--- src/rtl/id_ex_hazard_reg_pkg.sv ---
// ----------------------------------------------------------------------------
// id_ex_hazard_reg_pkg
//   Shared definitions for the ID/EX stage: bit positions inside the 9-bit
//   decoder control word, the link register used by JAL, and small helpers
//   that classify which source registers an ID instruction actually reads.
// ----------------------------------------------------------------------------
package id_ex_hazard_reg_pkg;

    // Control word bit positions (decoder output layout)
    localparam int CTRL_REGWRITE = 8;
    localparam int CTRL_MEMTOREG = 7;
    localparam int CTRL_MEMREAD  = 6;
    localparam int CTRL_MEMWRITE = 5;
    localparam int CTRL_BRANCH   = 4;
    localparam int CTRL_ALUSRC   = 3;
    localparam int CTRL_REGDST   = 2;
    localparam int CTRL_JUMP     = 1;
    localparam int CTRL_JAL      = 0;

    localparam int CTRL_BITS     = 9;

    // JAL writes the return address here
    localparam logic [4:0] RA_REG = 5'd31;

    // Jumps take no register operand; everything else reads rs.
    function automatic logic uses_rs(input logic jump);
        return ~jump;
    endfunction

    // rt is a source for R-type and beq (ALUSrc=0) and for sw (store data),
    // even though sw selects the immediate for the ALU.
    function automatic logic uses_rt(input logic alusrc, input logic memwrite);
        return ~alusrc | memwrite;
    endfunction

endpackage

--- src/rtl/id_ex_hazard_reg_if.sv ---
// ----------------------------------------------------------------------------
// id_ex_hazard_reg_if
//   Bundles the ID-stage inputs, EX-stage registered outputs and the
//   front-end hold/stall indications of the ID/EX register.
//   slave  : the pipeline register (consumes id_*, flush; drives ex_*, holds)
//   master : the surrounding core / testbench
// ----------------------------------------------------------------------------
interface id_ex_hazard_reg_if #(
    parameter int DATA_W = 32,
    parameter int REG_W  = 5,
    parameter int CTRL_W = 9,
    parameter int CNT_W  = 16
);
    // ID side
    logic              flush_i;
    logic [CTRL_W-1:0] id_ctrl_i;
    logic [DATA_W-1:0] id_pc4_i;
    logic [DATA_W-1:0] id_rd1_i;
    logic [DATA_W-1:0] id_rd2_i;
    logic [DATA_W-1:0] id_imm_i;
    logic [REG_W-1:0]  id_rs_i;
    logic [REG_W-1:0]  id_rt_i;
    logic [REG_W-1:0]  id_rd_i;
    logic [5:0]        id_funct_i;

    // EX side
    logic [CTRL_W-1:0] ex_ctrl_o;
    logic              ex_valid_o;
    logic [DATA_W-1:0] ex_pc4_o;
    logic [DATA_W-1:0] ex_rd1_o;
    logic [DATA_W-1:0] ex_rd2_o;
    logic [DATA_W-1:0] ex_imm_o;
    logic [REG_W-1:0]  ex_rs_o;
    logic [REG_W-1:0]  ex_rt_o;
    logic [REG_W-1:0]  ex_wreg_o;
    logic [5:0]        ex_funct_o;

    // Front-end control
    logic              pc_write_o;
    logic              ifid_write_o;
    logic              stall_o;
    logic [CNT_W-1:0]  stall_cnt_o;

    modport slave (
        input  flush_i, id_ctrl_i, id_pc4_i, id_rd1_i, id_rd2_i, id_imm_i,
               id_rs_i, id_rt_i, id_rd_i, id_funct_i,
        output ex_ctrl_o, ex_valid_o, ex_pc4_o, ex_rd1_o, ex_rd2_o, ex_imm_o,
               ex_rs_o, ex_rt_o, ex_wreg_o, ex_funct_o,
               pc_write_o, ifid_write_o, stall_o, stall_cnt_o
    );

    modport master (
        output flush_i, id_ctrl_i, id_pc4_i, id_rd1_i, id_rd2_i, id_imm_i,
               id_rs_i, id_rt_i, id_rd_i, id_funct_i,
        input  ex_ctrl_o, ex_valid_o, ex_pc4_o, ex_rd1_o, ex_rd2_o, ex_imm_o,
               ex_rs_o, ex_rt_o, ex_wreg_o, ex_funct_o,
               pc_write_o, ifid_write_o, stall_o, stall_cnt_o
    );

endinterface

--- src/rtl/id_ex_hazard_reg_hazard_detector.sv ---
// ----------------------------------------------------------------------------
// hazard_detector
//   Combinational load-use detector. Flags a stall when the instruction in EX
//   is a valid load whose destination (rt, non-zero) is read by the
//   instruction in ID. A flush suppresses the stall: the ID instruction is
//   being killed anyway, so it must not freeze the front end.
//   Inputs : id_rs/id_rt, ID Jump/ALUSrc/MemWrite, ex_rt, ex_memread,
//            ex_valid, flush
//   Output : stall
// ----------------------------------------------------------------------------
module hazard_detector
    import id_ex_hazard_reg_pkg::*;
#(
    parameter int REG_W = 5
) (
    input  logic [REG_W-1:0] id_rs,
    input  logic [REG_W-1:0] id_rt,
    input  logic             id_jump,
    input  logic             id_alusrc,
    input  logic             id_memwrite,
    input  logic [REG_W-1:0] ex_rt,
    input  logic             ex_memread,
    input  logic             ex_valid,
    input  logic             flush,
    output logic             stall
);

    logic rs_hit;
    logic rt_hit;
    logic ex_is_load;

    always_comb begin
        rs_hit     = uses_rs(id_jump) && (id_rs == ex_rt);
        rt_hit     = uses_rt(id_alusrc, id_memwrite) && (id_rt == ex_rt);
        // $zero is never a real dependency
        ex_is_load = ex_valid && ex_memread && (ex_rt != '0);
        stall      = ex_is_load && !flush && (rs_hit || rt_hit);
    end

endmodule

--- src/rtl/id_ex_hazard_reg.sv ---
// ----------------------------------------------------------------------------
// id_ex_hazard_reg
//   ID/EX pipeline register with load-use hazard handling.
//   - Data fields (pc4, rd1, rd2, imm, rs, rt, funct, wreg) load every edge.
//   - Control/valid load the decoder word, or a bubble on flush or stall.
//   - Write-back register is resolved here: JAL ? $31 : RegDst ? rd : rt.
//   - pc_write_o / ifid_write_o drop for the single load-use stall cycle.
//   - stall_cnt_o counts stall cycles, saturating at all-ones.
//   Ports: clk, rst_n (async active-low), bus (id_ex_hazard_reg_if.slave).
// ----------------------------------------------------------------------------
module id_ex_hazard_reg
    import id_ex_hazard_reg_pkg::*;
#(
    parameter int DATA_W = 32,
    parameter int REG_W  = 5,
    parameter int CTRL_W = 9,
    parameter int CNT_W  = 16
) (
    input  logic               clk,
    input  logic               rst_n,
    id_ex_hazard_reg_if.slave  bus
);

    // Registered state
    logic [CTRL_W-1:0] ctrl_q,  ctrl_d;
    logic              valid_q, valid_d;
    logic [DATA_W-1:0] pc4_q,   pc4_d;
    logic [DATA_W-1:0] rd1_q,   rd1_d;
    logic [DATA_W-1:0] rd2_q,   rd2_d;
    logic [DATA_W-1:0] imm_q,   imm_d;
    logic [REG_W-1:0]  rs_q,    rs_d;
    logic [REG_W-1:0]  rt_q,    rt_d;
    logic [REG_W-1:0]  wreg_q,  wreg_d;
    logic [5:0]        funct_q, funct_d;
    logic [CNT_W-1:0]  cnt_q,   cnt_d;

    logic stall;

    hazard_detector #(
        .REG_W (REG_W)
    ) u_hazard (
        .id_rs       (bus.id_rs_i),
        .id_rt       (bus.id_rt_i),
        .id_jump     (bus.id_ctrl_i[CTRL_JUMP]),
        .id_alusrc   (bus.id_ctrl_i[CTRL_ALUSRC]),
        .id_memwrite (bus.id_ctrl_i[CTRL_MEMWRITE]),
        .ex_rt       (rt_q),
        .ex_memread  (ctrl_q[CTRL_MEMREAD]),
        .ex_valid    (valid_q),
        .flush       (bus.flush_i),
        .stall       (stall)
    );

    always_comb begin
        // Data path follows ID unconditionally; a bubble is marked only via
        // ctrl/valid, so stale operands in a bubble are harmless.
        pc4_d   = bus.id_pc4_i;
        rd1_d   = bus.id_rd1_i;
        rd2_d   = bus.id_rd2_i;
        imm_d   = bus.id_imm_i;
        rs_d    = bus.id_rs_i;
        rt_d    = bus.id_rt_i;
        funct_d = bus.id_funct_i;

        if (bus.id_ctrl_i[CTRL_JAL])
            wreg_d = REG_W'(RA_REG);
        else if (bus.id_ctrl_i[CTRL_REGDST])
            wreg_d = bus.id_rd_i;
        else
            wreg_d = bus.id_rt_i;

        // Flush and stall both inject a bubble; stall is already masked by
        // flush inside the detector.
        ctrl_d  = bus.id_ctrl_i;
        valid_d = 1'b1;
        if (bus.flush_i || stall) begin
            ctrl_d  = '0;
            valid_d = 1'b0;
        end

        cnt_d = cnt_q;
        if (stall && (cnt_q != '1))
            cnt_d = cnt_q + 1'b1;
    end

    always_ff @(posedge clk or negedge rst_n) begin
        if (!rst_n) begin
            ctrl_q  <= '0;
            valid_q <= 1'b0;
            pc4_q   <= '0;
            rd1_q   <= '0;
            rd2_q   <= '0;
            imm_q   <= '0;
            rs_q    <= '0;
            rt_q    <= '0;
            wreg_q  <= '0;
            funct_q <= '0;
            cnt_q   <= '0;
        end else begin
            ctrl_q  <= ctrl_d;
            valid_q <= valid_d;
            pc4_q   <= pc4_d;
            rd1_q   <= rd1_d;
            rd2_q   <= rd2_d;
            imm_q   <= imm_d;
            rs_q    <= rs_d;
            rt_q    <= rt_d;
            wreg_q  <= wreg_d;
            funct_q <= funct_d;
            cnt_q   <= cnt_d;
        end
    end

    assign bus.ex_ctrl_o    = ctrl_q;
    assign bus.ex_valid_o   = valid_q;
    assign bus.ex_pc4_o     = pc4_q;
    assign bus.ex_rd1_o     = rd1_q;
    assign bus.ex_rd2_o     = rd2_q;
    assign bus.ex_imm_o     = imm_q;
    assign bus.ex_rs_o      = rs_q;
    assign bus.ex_rt_o      = rt_q;
    assign bus.ex_wreg_o    = wreg_q;
    assign bus.ex_funct_o   = funct_q;
    assign bus.stall_o      = stall;
    assign bus.pc_write_o   = ~stall;
    assign bus.ifid_write_o = ~stall;
    assign bus.stall_cnt_o  = cnt_q;

endmodule
--- src/flat_wrapper.sv ---
// flat-port wrapper written by rule: the top's interface ports become plain ports
module id_ex_hazard_reg_flat import id_ex_hazard_reg_pkg::*;
#(
    parameter int DATA_W = 32,
    parameter int REG_W  = 5,
    parameter int CTRL_W = 9,
    parameter int CNT_W  = 16
)
  (clk, rst_n, bus_flush_i, bus_id_ctrl_i, bus_id_pc4_i, bus_id_rd1_i, bus_id_rd2_i, bus_id_imm_i, bus_id_rs_i, bus_id_rt_i, bus_id_rd_i, bus_id_funct_i, bus_ex_ctrl_o, bus_ex_valid_o, bus_ex_pc4_o, bus_ex_rd1_o, bus_ex_rd2_o, bus_ex_imm_o, bus_ex_rs_o, bus_ex_rt_o, bus_ex_wreg_o, bus_ex_funct_o, bus_pc_write_o, bus_ifid_write_o, bus_stall_o, bus_stall_cnt_o);
  id_ex_hazard_reg_if #(.DATA_W(DATA_W), .REG_W(REG_W), .CTRL_W(CTRL_W), .CNT_W(CNT_W)) bus_i ();
  input  logic clk;
  input  logic rst_n;
  input wire logic [$bits(bus_i.flush_i)-1:0] bus_flush_i;
  input wire logic [$bits(bus_i.id_ctrl_i)-1:0] bus_id_ctrl_i;
  input wire logic [$bits(bus_i.id_pc4_i)-1:0] bus_id_pc4_i;
  input wire logic [$bits(bus_i.id_rd1_i)-1:0] bus_id_rd1_i;
  input wire logic [$bits(bus_i.id_rd2_i)-1:0] bus_id_rd2_i;
  input wire logic [$bits(bus_i.id_imm_i)-1:0] bus_id_imm_i;
  input wire logic [$bits(bus_i.id_rs_i)-1:0] bus_id_rs_i;
  input wire logic [$bits(bus_i.id_rt_i)-1:0] bus_id_rt_i;
  input wire logic [$bits(bus_i.id_rd_i)-1:0] bus_id_rd_i;
  input wire logic [$bits(bus_i.id_funct_i)-1:0] bus_id_funct_i;
  output wire logic [$bits(bus_i.ex_ctrl_o)-1:0] bus_ex_ctrl_o;
  output wire logic [$bits(bus_i.ex_valid_o)-1:0] bus_ex_valid_o;
  output wire logic [$bits(bus_i.ex_pc4_o)-1:0] bus_ex_pc4_o;
  output wire logic [$bits(bus_i.ex_rd1_o)-1:0] bus_ex_rd1_o;
  output wire logic [$bits(bus_i.ex_rd2_o)-1:0] bus_ex_rd2_o;
  output wire logic [$bits(bus_i.ex_imm_o)-1:0] bus_ex_imm_o;
  output wire logic [$bits(bus_i.ex_rs_o)-1:0] bus_ex_rs_o;
  output wire logic [$bits(bus_i.ex_rt_o)-1:0] bus_ex_rt_o;
  output wire logic [$bits(bus_i.ex_wreg_o)-1:0] bus_ex_wreg_o;
  output wire logic [$bits(bus_i.ex_funct_o)-1:0] bus_ex_funct_o;
  output wire logic [$bits(bus_i.pc_write_o)-1:0] bus_pc_write_o;
  output wire logic [$bits(bus_i.ifid_write_o)-1:0] bus_ifid_write_o;
  output wire logic [$bits(bus_i.stall_o)-1:0] bus_stall_o;
  output wire logic [$bits(bus_i.stall_cnt_o)-1:0] bus_stall_cnt_o;
  assign bus_i.flush_i = bus_flush_i;
  assign bus_i.id_ctrl_i = bus_id_ctrl_i;
  assign bus_i.id_pc4_i = bus_id_pc4_i;
  assign bus_i.id_rd1_i = bus_id_rd1_i;
  assign bus_i.id_rd2_i = bus_id_rd2_i;
  assign bus_i.id_imm_i = bus_id_imm_i;
  assign bus_i.id_rs_i = bus_id_rs_i;
  assign bus_i.id_rt_i = bus_id_rt_i;
  assign bus_i.id_rd_i = bus_id_rd_i;
  assign bus_i.id_funct_i = bus_id_funct_i;
  assign bus_ex_ctrl_o = bus_i.ex_ctrl_o;
  assign bus_ex_valid_o = bus_i.ex_valid_o;
  assign bus_ex_pc4_o = bus_i.ex_pc4_o;
  assign bus_ex_rd1_o = bus_i.ex_rd1_o;
  assign bus_ex_rd2_o = bus_i.ex_rd2_o;
  assign bus_ex_imm_o = bus_i.ex_imm_o;
  assign bus_ex_rs_o = bus_i.ex_rs_o;
  assign bus_ex_rt_o = bus_i.ex_rt_o;
  assign bus_ex_wreg_o = bus_i.ex_wreg_o;
  assign bus_ex_funct_o = bus_i.ex_funct_o;
  assign bus_pc_write_o = bus_i.pc_write_o;
  assign bus_ifid_write_o = bus_i.ifid_write_o;
  assign bus_stall_o = bus_i.stall_o;
  assign bus_stall_cnt_o = bus_i.stall_cnt_o;
  id_ex_hazard_reg #(.DATA_W(DATA_W), .REG_W(REG_W), .CTRL_W(CTRL_W), .CNT_W(CNT_W)) u_core (.clk(clk), .rst_n(rst_n), .bus(bus_i));
endmodule
--- config.mk ---
export PLATFORM = sky130hd
export DESIGN_NAME = id_ex_hazard_reg_flat
export DESIGN_NICKNAME = d
export VERILOG_FILES = /design/src/rtl/id_ex_hazard_reg_pkg.sv /design/src/rtl/id_ex_hazard_reg_if.sv /design/src/rtl/id_ex_hazard_reg_hazard_detector.sv /design/src/rtl/id_ex_hazard_reg.sv /design/src/flat_wrapper.sv
export SDC_FILE = /design/constraint.sdc
export NUM_CORES = 1
export LEC_CHECK = 0
export CORE_MARGIN = 4
export CORE_UTILIZATION = 30
export DETAILED_ROUTE_END_ITERATION = 16
export PLACE_DENSITY = 0.72
export SETUP_SLACK_MARGIN = 0.05
export SLEW_MARGIN = 20
export SYNTH_ARGS = -nofsm -noshare
export SYNTH_HDL_FRONTEND = slang
export SYNTH_SLANG_ARGS = --single-unit
--- constraint.sdc ---
create_clock -name clk -period 2.75 [get_ports clk]
set_input_delay 0.275 -clock clk [delete_from_list [all_inputs] [get_ports clk]]
set_output_delay 0.275 -clock clk [all_outputs]
set_load 0.02 [all_outputs]
# After elaboration in Yosys (flattened, before gate mapping)
# Cells that the tools add are included.
[op_classes] addsub=1 eq_ne=3 mux=4 n_bitwise=4 n_reduce_logical=11
[op_table] operator="adder 16 x 1 -> 16 bit (second input constant)" count=1
[op_table] operator="inequality test 16 bit (second input constant)" count=1
[op_table] operator="equality test 5 bit" count=2
[op_table] operator="2-to-1 mux 5 bit" count=2
[op_table] operator="2-to-1 mux 9 bit" count=1
[op_table] operator="logical AND 1 bit" count=7
[op_table] operator="nonzero test 5 bit" count=1
[op_table] operator="NOT 1 bit" count=3
[op_table] operator="logical OR 1 bit" count=2
[op_table] operator="zero test 1 bit" count=1
[op_table] operator="2-to-1 mux 1 bit" count=1
[op_table] operator="OR 1 bit" count=1
[totals] ff_bits=175 inputBits=161 output_inout_bits=178 wordCells=34

# Depth between registers and ports, before layout
# Gate-level depths: netlist (run 1).
[logic_depth] word_depth=7 ltp_mapped=7 mapped_depth_nobuf=6

# Modules after synthesis
# From an unflattened synthesis (run 1), not the netlist that was laid out.
[unflattened] cells_unflattened=269 hier_area_um2=5053.6
[by_module_without_submodules] mod="id_ex_hazard_reg" instances=1 cells_each=249 area_per_inst_um2=4911.0 seq_area_each_um2=4379.2
[by_module_without_submodules] mod="hazard_detector" instances=1 cells_each=20 area_per_inst_um2=142.6 seq_area_each_um2=0.0

# Worst setup path after synthesis (run 1)
# Ideal clock, no wire load.
[synth_timing] path_type="register -> output" from="reg u_core.rt_q[0] (netlist: u_core.bus.ex_rt_o[0])" to="out bus_pc_write_o" arrival_ps=1777 t_required_ps=2475 path_slack_ps=698 path_stages_with_launch=6 path_buffers=1 cell_sequence="dfrtp_1 > or4_4 > o2111ai_4 > inv_2 > nand2_1 > buf_4"
[synth_via] elab_chain_cells=5 word_cells_on_any_way=10 cone_classes="2 x eq/ne; 1 x bitwise; 7 x reduce/logical"
[synth_lines] element="start, declared" line="id_ex_hazard_reg.sv:32" source="logic [REG_W-1:0] rt_q, rt_d;"
[synth_lines] element="start signal, assigned" line="id_ex_hazard_reg.sv:107" source="rt_q <= rt_d;"
[synth_lines] element="equality test 5 bit (tied with other cells)" line="id_ex_hazard_reg_hazard_detector.sv:33" source="rs_hit = uses_rs(id_jump) && (id_rs == ex_rt);"
[synth_lines] element="logical AND 1 bit, on equally long branches" line="id_ex_hazard_reg_hazard_detector.sv:33, id_ex_hazard_reg_hazard_detector.sv:34, id_ex_hazard_reg_hazard_detector.sv:36"
[synth_lines] element="logical OR 1 bit / logical AND 1 bit (equally long branches)" line="id_ex_hazard_reg_hazard_detector.sv:37" source="stall = ex_is_load && !flush && (rs_hit || rt_hit);"
[synth_lines] element="logical AND 1 bit (*)" line="id_ex_hazard_reg_hazard_detector.sv:37"
[synth_lines] element="NOT 1 bit (*)"
[synth_lines] element="end, declared" line="flat_wrapper.sv:33" source="output wire logic [$bits(bus_i.pc_write_o)-1:0] bus_pc_write_o;"
# Mark *: on every way between the ends. The rest lies on a longest branch, timed or not.

# Worst setup path after layout (run 1)
[layout_timing] from="reg u_core.rt_q[0] (netlist: u_core.bus.ex_rt_o[0])" to="out bus_stall_o"
[layout_via] elab_chain_cells=4 word_cells_on_any_way=9 cone_classes="2 x eq/ne; 7 x reduce/logical"
[layout_lines] element="equality test 5 bit (tied with other cells)" line="id_ex_hazard_reg_hazard_detector.sv:33"
[layout_lines] element="logical AND 1 bit, on equally long branches" line="id_ex_hazard_reg_hazard_detector.sv:33, id_ex_hazard_reg_hazard_detector.sv:34, id_ex_hazard_reg_hazard_detector.sv:36"
[layout_lines] element="logical OR 1 bit / logical AND 1 bit (equally long branches)" line="id_ex_hazard_reg_hazard_detector.sv:37"
[layout_lines] element="logical AND 1 bit (*)" line="id_ex_hazard_reg_hazard_detector.sv:37"
[layout_lines] element="end, declared" line="flat_wrapper.sv:35" source="output wire logic [$bits(bus_i.stall_o)-1:0] bus_stall_o;"
# Marks and branches as above.

==> results by group, run 1 <==
Status
  • Outcome: completed

Placement
  • Detailed-placement wirelength estimate: 12,900 um
  • Placed Area: 0.00881 mm^2
  • Gpl congestion: 0.870
  • Cells after DPL: 836
  • IO Port Bufs: 338

Worst setup path
  • WP data arrival: 2.32 ns
  • Worst Setup EP: bus_stall_o
  • Crit Path Max Fanout: 7
  • R2R Setup Slk: 0.74 ns
  • Setup crit start: u_core.bus.ex_rt_o[0]
  • Worst path required time: 2.48 ns
  • FF-to-FF Start: u_core.bus.ex_rt_o[1]
  • Critical Path End Type: output port
  • Critical path class: reg -> out
  • Worst Reg2Reg Path Length in Cells: 6
  • R2R Path End: u_core.bus.stall_cnt_o[14]
  • Critical Path Start Type: register

Synth
  • Largest area contributor in the netlist: dfrtp_1
  • Synth top area cells: dfrtp_1 (85%), xnor2_1 (2.2%), xor2_1 (1.7%)
  • Post-synthesis sequential area ratio: 85.1%
  • Post-synth top flop: dfrtp_1
  • Gate Count Post-Synth: 280
  • Count of different cell masters after synthesis: 33
  • Yosys warnings: 0
  • Top cell type's share of synthesized area: 85.1%
  • Syn_nets: 442
  • Synthesized area: 0.00514 mm^2
  • Avg Cell Area, Syn: 18.4 um^2
  • Post-synth ARST share: 100%
  • Synth Register Bits: 175
  • Post-synth EDFFs: 0

Cells and area
  • Fin cells: 868
  • Antenna Cells: 0
  • Fillers: 1,344
  • Multi-input logic area: 703 um^2
  • Layout area overhead: 82.5%
  • FF+latch area: 0.00438 mm^2
  • Layout net count: 798
  • Fraction of layout cells with a size suffix above 1: 6.79%
  • Final instance area: 0.00939 mm^2

Die
  • # rows: 47
  • Die area: 0.0193 mm^2
  • Die Y-Extent: 139 um
  • Io pins: 339
  • Core ar.: 0.0167 mm^2
  • Initial Util: 30.8%
  • Die W: 139 um

Routing
  • Drt wl/cell: 18.4 um
  • First DRT Iteration DRCs: 79
  • WL final: 16,000 um
  • Vias/cell: 4.22
  • Antenna viol nets, final: 0
  • DRC violations left: 0
  • Drt first pass iters: 4
  • Via count: 3,660

Timing
  • Worst-Margin Slew: 0.417 ns
  • Final Skew: 0.0101 ns
  • Endpoints failing hold: 0
  • Hold Slack: 0.281 ns
  • Slew Viols, Final: 0
  • Tmin final: 2.60 ns
  • Crit share post-route: 94.5%
  • Max Freq: 385 MHz
  • Final setup viols: 0
  • RSZ-0062 raised after global routing: false
  • Fin Setup TNS: 0 ns
  • Relative slew slack: 72.2%

Clocking
  • Clock Sinks: 175
  • Post-CTS setup buffer count: 0
  • Reg clk slew, reported paths: 0.07 ns
  • Num CTS Buffers: 17
  • CTS H-tree depth: 4
  • CTS tree: built
  • Max Root-Sink Buffers: 2
  • Clock Latency Late Sink: 0.42 ns
  • Root Driver: clkbuf_16

Global route
  • M2 GR Usage: 28.8%
  • Gr busiest metal: met2
  • Pin count of the biggest net entering global routing: 78
  • Total gr overflow: 0
  • Global-route wire length before repair: 24,300 um
  • Initial antenna violation count: 0
  • Met1 Track Usage GR: 19.1%
  • Number of global-route vias before repair: 3,988
  • Total GRT Usage: 16.6%
  • GRT met3 Usage: 4.83%

Power and ir drop
  • Leakage dissipation: 3.97 nW
  • VDD IR max: 0.000410 V
  • Pwr Density: 620 mW/mm^2

Worst hold path
  • HP Class: in -> async

Run
  • Max cap viols: 0
timing repair:
action | in CTS | in global routing
setup endpoints to repair | 3 | 0
gates resized for setup | 3 | 0
endpoints found under the hold margin | 22 | 0
hold buffers | 1 | 0
logic make-up (layout without fill, tap and decap cells):
family | after synthesis | after routing | synth area share, %
flip-flops | 175 | 175 | 85.1
AND/OR/NAND/NOR | 56 | 56 | 6.71
XOR/XNOR | 23 | 23 | 3.92
AO/OA/AOI/OAI | 12 | 12 | 2.29
buffers and inverters | 11 | 379 | 1.22
multiplexers | 2 | 2 | 0.511
adder cells (fa/ha/maj) | 1 | 1 | 0.243
registers in the layout, summed over array words and instances, names as in the netlist:
register,flops
u_core.bus.ex_imm_o,32
u_core.bus.ex_pc4_o,32
u_core.bus.ex_rd1_o,32
u_core.bus.ex_rd2_o,32
u_core.bus.stall_cnt_o,16
u_core.bus.ex_ctrl_o,9
u_core.bus.ex_funct_o,6
u_core.bus.ex_rs_o,5
u_core.bus.ex_rt_o,5
u_core.bus.ex_wreg_o,5
u_core.bus.ex_valid_o,1
cells in the final DEF, fill, tap and decap left out, types with 6 or more instances in the layout:
master	n
xnor2_1	13
nand4_1	9
nor3_1	6
clkdlybuf4s50_1	334
nand3_1	6
dfrtp_1	175
xor2_1	10
clkbuf_16	17
and2_1	8
nand2_1	6
cell usage after synthesis (2+ instances only):
cell type  count
a211o_1        5
a21oi_1        2
a31oi_1        2
and2_1         8
and3_1         2
and4_1         2
buf_4          3
dfrtp_1      175
inv_1          5
nand2_1        6
nand2b_1       2
nand3_1        6
nand4_1        9
nor2_1         2
nor2b_1        5
nor3_1         6
nor4_1         3
xnor2_1       13
xor2_1        10
worst max-delay path, stage by stage, from the launching register on:
cell and delay [ns]:
dfrtp_1 0.43, or4_4 0.57, o2111ai_4 0.30, inv_2 0.10
nand2_1 0.12, inv_1 0.07, dlygate4sd2_1 0.32
stage by stage:
stage / util, % / total power, W / worst slack, ns
after floorplan: - / 0.00299 / 0.698
after global placement: 52.8 / 0.00355 / 0.233
after detailed placement: 52.8 / 0.00357 / 0.163
after CTS: 56.2 / 0.00589 / 0.121
after global routing: 56.2 / 0.00607 / 0.0518
final: 56.2 / 0.00582 / 0.152
worst min path at each step:
stage                                     endpoint  slack, ns  depth (start not counted)
final                       u_core.bus.ex_rd2_o[8]       0.28                          2
after detailed placement    u_core.bus.ex_rd2_o[8]       0.15                          1
after global placement    u_core.bus.ex_funct_o[2]       0.15                          1
after CTS                   u_core.bus.ex_rd2_o[8]       0.26                          2
after floorplan            u_core.bus.ex_ctrl_o[0]      -0.02                          0
after global routing       u_core.bus.ex_imm_o[21]       0.25                          1
layer usage:
metal / vias to the layer above / wire (um)
met3: 24 / 1050
met4: 0 / 396
li1: 1641 / -
met5: - / 0
met1: 1813 / 6030
met2: 182 / 8530
power by group:
| part | internal [W] | total (W) | switching (W) |
|---|---|---|---|
| clock network | 0.00129 | 0.00232 | 0.00103 |
| registers | 0.00270 | 0.00274 | 0.0000457 |
| logic | 0.000430 | 0.000765 | 0.000335 |
final cells by class:
class                   count  share of cell area [%]
well taps                 220                    2.93
clock inverters            12                    1.35
inverters                   6                   0.240
multi-input cells          94                    7.49
clock buffers              19                    4.72
flip-flops and latches    175                    46.6
repair buffers            342                    36.6
No activity file was read; power rests on OpenSTA's default activity.
==> run 2: changes to the inputs <==
REMOVE_ABC_BUFFERS = 1   (was not set)
SLEW_MARGIN = 15   (was 20)
==> run 2 against run 1 <==
  * Wire length fell by 0.75%
  * Clock skew fell by 0.0028 ns
  * Core utilization rose by 0.49 points
  * Largest power group unchanged
  * Critical path depth did not move
  * Clock-buffer cell count did not move
  * Maximum frequency rose by 1.3%
  * Via count fell by 0.68%
  * First-iteration DRC count rose by 30%
  * Clock power rose by 12%
  * Largest cell class unchanged
  * Non-clock buffer count rose by 1
==> results by group, run 2 (same netlist as run 1, synthesis figures left out) <==
Status
  • Outcome: completed

Run
  • Max cap viols: 0 (unchanged)

Timing
  • Crit share post-route: 93.3% (-1.2 points)
  • Tmin final: 2.57 ns (-0.0325 ns)
  • Worst-Margin Slew: 0.479 ns (+0.0621 ns)
  • Fin Setup TNS: 0 ns (unchanged)
  • Final setup viols: 0 (unchanged)
  • Relative slew slack: 68.1% (-4.1 points)
  • Slew Viols, Final: 0 (unchanged)
  • Max Freq: 390 MHz (+1.3%)
  • Endpoints failing hold: 0 (unchanged)
  • RSZ-0062 raised after global routing: false
  • Final Skew: 0.00735 ns (-0.00277 ns)

Global route
  • Total gr overflow: 0 (unchanged)
  • GRT met3 Usage: 5.69% (+0.86 points)
  • Pin count of the biggest net entering global routing: 60 (-23%)
  • Number of global-route vias before repair: 4,181 (+4.8%)
  • M2 GR Usage: 30.5% (+1.7 points)
  • Initial antenna violation count: 0 (unchanged)
  • Gr busiest metal: met2
  • Total GRT Usage: 16.5% (-0.12 points)
  • Met1 Track Usage GR: 17.6% (-1.5 points)
  • Global-route wire length before repair: 24,300 um (unchanged)

Routing
  • First DRT Iteration DRCs: 103 (+30%)
  • DRC violations left: 0 (unchanged)
  • Drt wl/cell: 18.3 um (-0.98%)
  • WL final: 15,900 um (-0.75%)
  • Drt first pass iters: 4 (unchanged)
  • Antenna viol nets, final: 0 (unchanged)
  • Vias/cell: 4.18 (-0.91%)
  • Via count: 3,635 (-0.68%)

Cells and area
  • Layout area overhead: 84.0%
  • Fraction of layout cells with a size suffix above 1: 7.08% (+0.29 points)
  • Most frequent cells in the layout: clkdlybuf4s50_1 (334), dfrtp_1 (175), clkbuf_16 (17), xnor2_1 (13), xor2_1 (10)
  • Final instance area: 0.00947 mm^2 (+0.87%)
  • Layout net count: 799 (+0.13%)
  • Commonest non-fill, non-tap cell in the layout: clkdlybuf4s50_1
  • Antenna Cells: 0 (unchanged)
  • Fin cells: 870 (+0.23%)

Placement
  • IO Port Bufs: 338 (unchanged)
  • Gpl congestion: 0.860 (-1.1%)
  • Cells after DPL: 837 (+0.12%)
  • Placed Area: 0.00882 mm^2 (about the same)
  • Detailed-placement wirelength estimate: 12,600 um (-1.9%)

Die
  • Core ar.: 0.0167 mm^2 (unchanged)
  • # rows: 47 (unchanged)
  • Die Y-Extent: 139 um (unchanged)
  • Initial Util: 30.8% (unchanged)
  • Io pins: 339 (unchanged)
  • Die area: 0.0193 mm^2 (unchanged)
  • Die W: 139 um (unchanged)

Clocking
  • Num CTS Buffers: 17 (unchanged)
  • Root Driver: clkbuf_16
  • Clock Sinks: 175 (unchanged)
  • Max Root-Sink Buffers: 2 (unchanged)
  • Post-CTS setup buffer count: 0 (unchanged)
  • CTS H-tree depth: 4 (unchanged)
  • Clock Latency Late Sink: 0.42 ns (about the same)
  • Reg clk slew, reported paths: 0.07 ns (about the same)
  • CTS tree: built

Worst setup path
  • Critical Path Start Type: register
  • R2R Setup Slk: 0.76 ns (+0.02 ns)
  • Crit Path Max Fanout: 7 (unchanged)
  • FF-to-FF Start: u_core.bus.ex_rt_o[1]
  • R2R Path End: u_core.bus.stall_cnt_o[14]
  • Setup crit start: u_core.bus.ex_rt_o[3]
  • Worst Setup EP: bus_stall_o
  • Worst Reg2Reg Path Length in Cells: 6 (unchanged)
  • Worst path required time: 2.48 ns (about the same)
  • Critical Path End Type: output port
  • WP data arrival: 2.29 ns (-0.03 ns)
  • Critical path class: reg -> out

Power and ir drop
  • Pwr Density: 644 mW/mm^2 (+3.9%)
  • Leakage dissipation: 4.02 nW (+1.2%)
  • VDD IR max: 0.000393 V (-4.2%)

Worst hold path
  • HP Class: in -> reg
  • Hold path start: bus_id_imm_i[30]
  • Min-Delay Path Depth: 1
## run 2: changes by cell type in the layout (fill, tap and decap cells not counted), sizes merged
cell	previous run	this run
bufinv	1	4
clkinvlp	4	1
buf	4	5
clkinv	2	3
## run 2: worst min-delay path by stage
stage | to | slack, ns
2_1_floorplan | u_core.bus.ex_ctrl_o[0] | -0.02
3_3_place_gp | u_core.bus.ex_funct_o[3] | 0.25
3_5_place_dp | u_core.bus.ex_pc4_o[24] | 0.26
4_1_cts | u_core.bus.ex_rd2_o[17] | 0.26
5_1_grt | u_core.bus.ex_rd2_o[8] | 0.26
6_report | u_core.bus.ex_imm_o[30] | 0.28
## run 2: repair_timing
action,4_1_cts,5_1_grt
endpoints found under the setup margin,3,0
resized for setup,3,0
hold buffers,1,0
hold endpoints to repair,47,0
## run 2: stage by stage
step	setup WS, ns	hold slack, ns	power, W	util [%]
6_report	0.185	0.281	0.00610	56.7
3_3_place_gp	0.185	0.250	0.00355	52.8
2_1_floorplan	0.350	-0.0206	0.00298	-
4_1_cts	0.156	0.260	0.00618	56.7
3_5_place_dp	0.182	0.256	0.00357	52.8
5_1_grt	0.0770	0.262	0.00634	56.7
## run 2: final cells by class
class / instances / area, um^2
Clock buffer: 19 / 443
Tap cell: 220 / 275
Multi-Input combinational cell: 94 / 703
Timing Repair Buffer: 343 / 3450
Clock inverter: 13 / 200
Inverter: 6 / 22.5
Sequential cell: 175 / 4380
Fill cell: 1319 / 7230
## run 2: where the power goes
part | internal (W) | switching, W
sequential | 0.00270 | 0.0000461
clock | 0.00157 | 0.00102
combinational | 0.000432 | 0.000337
total | 0.00470 | 0.00140
## run 2: worst max-delay path, cell delays in order, from the launching register on
cell and delay, ns:
dfrtp_1 0.44, or4_4 0.55, o2111ai_4 0.30, inv_2 0.09, nand2_1 0.11, inv_1 0.06, dlygate4sd2_1 0.32
## run 2: per-layer routing
| layer | part of all wire (%) | wire length, um |
|---|---|---|
| met1 | 36 | 5780 |
| met2 | 55 | 8700 |
| met3 | 7.2 | 1150 |
| met4 | 1.6 | 257 |
| met5 | 0 | 0 |
==> run 3: changes to the inputs <==
CTS_BUF_LIST = sky130_fd_sc_hd__clkbuf_16   (was not set)
==> run 3 against run 2 <==
  * Worst hold slack about the same
  * Via count barely moved
  * Clock skew hardly changed
  * First-iteration DRC count is the same
  * Clock-buffer cell count shrank 2
  * Final area is 0.11% lower
  * Die area did not move
  * Critical path type unchanged
  * Total power is 0.50% lower
  * Global-route usage did not move
  * Sequential share of layout area barely moved
==> results by group, run 3 (same netlist as run 1, synthesis figures left out) <==
Timing
  • Relative slew slack: 68.1% (unchanged)
  • Final Skew: 0.00735 ns (-0.00000186 ns)
  • Max Freq: 391 MHz (+0.33%)
  • RSZ-0062 raised after global routing: false
  • Crit share post-route: 93.0% (-0.31 points)
  • Hold Slack: 0.280 ns (-0.000269 ns)
  • Fin Setup TNS: 0 ns (unchanged)
  • Final setup viols: 0 (unchanged)
  • Worst-Margin Slew: 0.479 ns (-0.000000596 ns)
  • Tmin final: 2.56 ns (-0.00841 ns)
  • Slew Viols, Final: 0 (unchanged)
  • Endpoints failing hold: 0 (unchanged)

Routing
  • DRC violations left: 0 (unchanged)
  • Antenna viol nets, final: 0 (unchanged)
  • Drt wl/cell: 18.3 um (about the same)
  • First DRT Iteration DRCs: 103 (unchanged)
  • Via count: 3,634 (-0.028%)
  • WL final: 15,900 um (about the same)
  • Vias/cell: 4.18 (about the same)
  • Drt first pass iters: 4 (unchanged)

Power and ir drop
  • Pwr Density: 642 mW/mm^2 (-0.40%)
  • Leakage dissipation: 4.01 nW (about the same)
  • Power consumption: 0.00607 W (-0.50%)
  • VDD IR max: 0.000393 V (about the same)

Die
  • Die W: 139 um (unchanged)
  • Initial Util: 30.8% (unchanged)
  • # rows: 47 (unchanged)
  • Core ar.: 0.0167 mm^2 (unchanged)
  • Io pins: 339 (unchanged)
  • Die area: 0.0193 mm^2 (unchanged)
  • Die Y-Extent: 139 um (unchanged)

Cells and area
  • Layout net count: 799 (unchanged)
  • Fillers: 1,320 (+0.076%)
  • Multi-input logic area: 703 um^2 (unchanged)
  • FF+latch area: 0.00438 mm^2 (unchanged)
  • Antenna Cells: 0 (unchanged)
  • Commonest non-fill, non-tap cell in the layout: clkdlybuf4s50_1
  • Fin cells: 870 (unchanged)
  • Layout area overhead: 83.9%
  • Fraction of layout cells with a size suffix above 1: 6.92% (-0.15 points)
  • Final core occ: 56.6% (-0.060 points)
  • Most frequent cells in the layout: clkdlybuf4s50_1 (334), dfrtp_1 (175), clkbuf_16 (17), xnor2_1 (13), xor2_1 (10)

Worst setup path
  • Setup crit start: u_core.bus.ex_rt_o[3]
  • CP top delay family: simple AND/OR/NAND/NOR gates
  • Critical path class: reg -> out
  • Worst path required time: 2.48 ns (about the same)
  • R2R Setup Slk: 0.76 ns (about the same)
  • Crit-path cells: or4_4 > o2111ai_4 > inv_2 > nand2_1 > inv_1 > dlygate4sd2_1
  • FF-to-FF Start: u_core.bus.ex_rt_o[1]
  • Worst Reg2Reg Path Length in Cells: 6 (unchanged)
  • R2R Path End: u_core.bus.stall_cnt_o[14]
  • Critical Path End Type: output port
  • CP Buf/Inv Count: 3 (unchanged)
  • CP max stage cell: or4_4
  • Slowest stage delay, CP: 0.55 ns (about the same)
  • Crit Path Max Fanout: 7 (unchanged)
  • Critical Path Start Type: register
  • WP data arrival: 2.28 ns (about the same)

Global route
  • Global-route wire length before repair: 24,300 um (unchanged)
  • Pin count of the biggest net entering global routing: 60 (unchanged)
  • Number of global-route vias before repair: 4,181 (unchanged)
  • Total gr overflow: 0 (unchanged)
  • Initial antenna violation count: 0 (unchanged)
  • Total GRT Usage: 16.5% (unchanged)

Clocking
  • Reg clk slew, reported paths: 0.07 ns (about the same)
  • Post-CTS setup buffer count: 0 (unchanged)
  • CTS tree: built
  • Max Root-Sink Buffers: 2 (unchanged)
  • Clock Latency Late Sink: 0.42 ns (about the same)
  • CTS H-tree depth: 4 (unchanged)
  • Clock Sinks: 175 (unchanged)
  • Num CTS Buffers: 17 (unchanged)
  • Root Driver: clkbuf_16

Worst hold path
  • HP Class: in -> reg
  • Hold path start: bus_id_imm_i[30]
  • Min-Delay Path Depth: 1 (unchanged)
  • Worst Hold Endpoint: u_core.bus.ex_imm_o[30]

Status
  • Outcome: completed

Run
  • Max cap viols: 0 (unchanged)

Placement
  • Gpl congestion: 0.860 (unchanged)
  • Cells after DPL: 837 (unchanged)
  • IO Port Bufs: 338 (unchanged)
  • Detailed-placement wirelength estimate: 12,600 um (unchanged)
[run 3: cell types whose count changed in the layout (fill, tap and decap cells not counted)]
cell and delta:
clkbuf_1 -1, clkbuf_8 -1, clkinv_1 +1, inv_1 +1
[run 3: cell type report]
type	count	share of cell area (%)
multi-input cells	94	7.43
clock inverters	15	2.20
repair buffers	343	36.4
flip-flops and latches	175	46.3
well taps	220	2.91
inverters	6	0.238
clock buffers	17	4.50
[run 3: worst max-delay path by stage]
stage | cells after the start | slack, ns | end
2_1_floorplan | 5 | 0.35 | bus_stall_o
3_3_place_gp | 7 | 0.19 | bus_stall_o
3_5_place_dp | 7 | 0.18 | bus_stall_o
4_1_cts | 6 | 0.16 | bus_stall_o
5_1_grt | 6 | 0.08 | bus_stall_o
6_report | 6 | 0.19 | bus_stall_o
[run 3: metrics by stage]
step	worst slack, ns	cell area, um^2
floorplan	0.350	5100
global placement	0.185	8820
detailed placement	0.182	8820
CTS	0.156	9460
global route	0.0770	9460
finish	0.193	9460
[run 3: metal layers]
| metal | up-vias | part of all wire [%] | GRT usage (%) |
|---|---|---|---|
| met2 | 182 | 55 | 30.5 |
| met5 | - | 0 | 0 |
| li1 | 1640 | - | - |
| met1 | 1789 | 36 | 17.6 |
| met3 | 23 | 7.2 | 5.69 |
| met4 | 0 | 1.6 | 5.25 |
[run 3: worst reg2reg max path: stages, from the launching register on]
cell and delay (ns):
dfrtp_1 0.47, xor2_1 0.18, nor4_1 0.35, a22o_1 0.22, buf_4 0.25, nand3_1 0.13, mux2_2 0.29
[run 3: timing repair]
action	CTS	global route
hold buffers	1	0
resized for setup	3	0
setup endpoints to repair	3	0
hold endpoints to repair	47	0
[run 3: where the power goes]
part,switching (W),total (W),internal (W),leakage [nW]
clock network,0.00102,0.00256,0.00154,0.310
registers,0.0000462,0.00274,0.00270,2.08
logic,0.000337,0.000769,0.000432,1.62
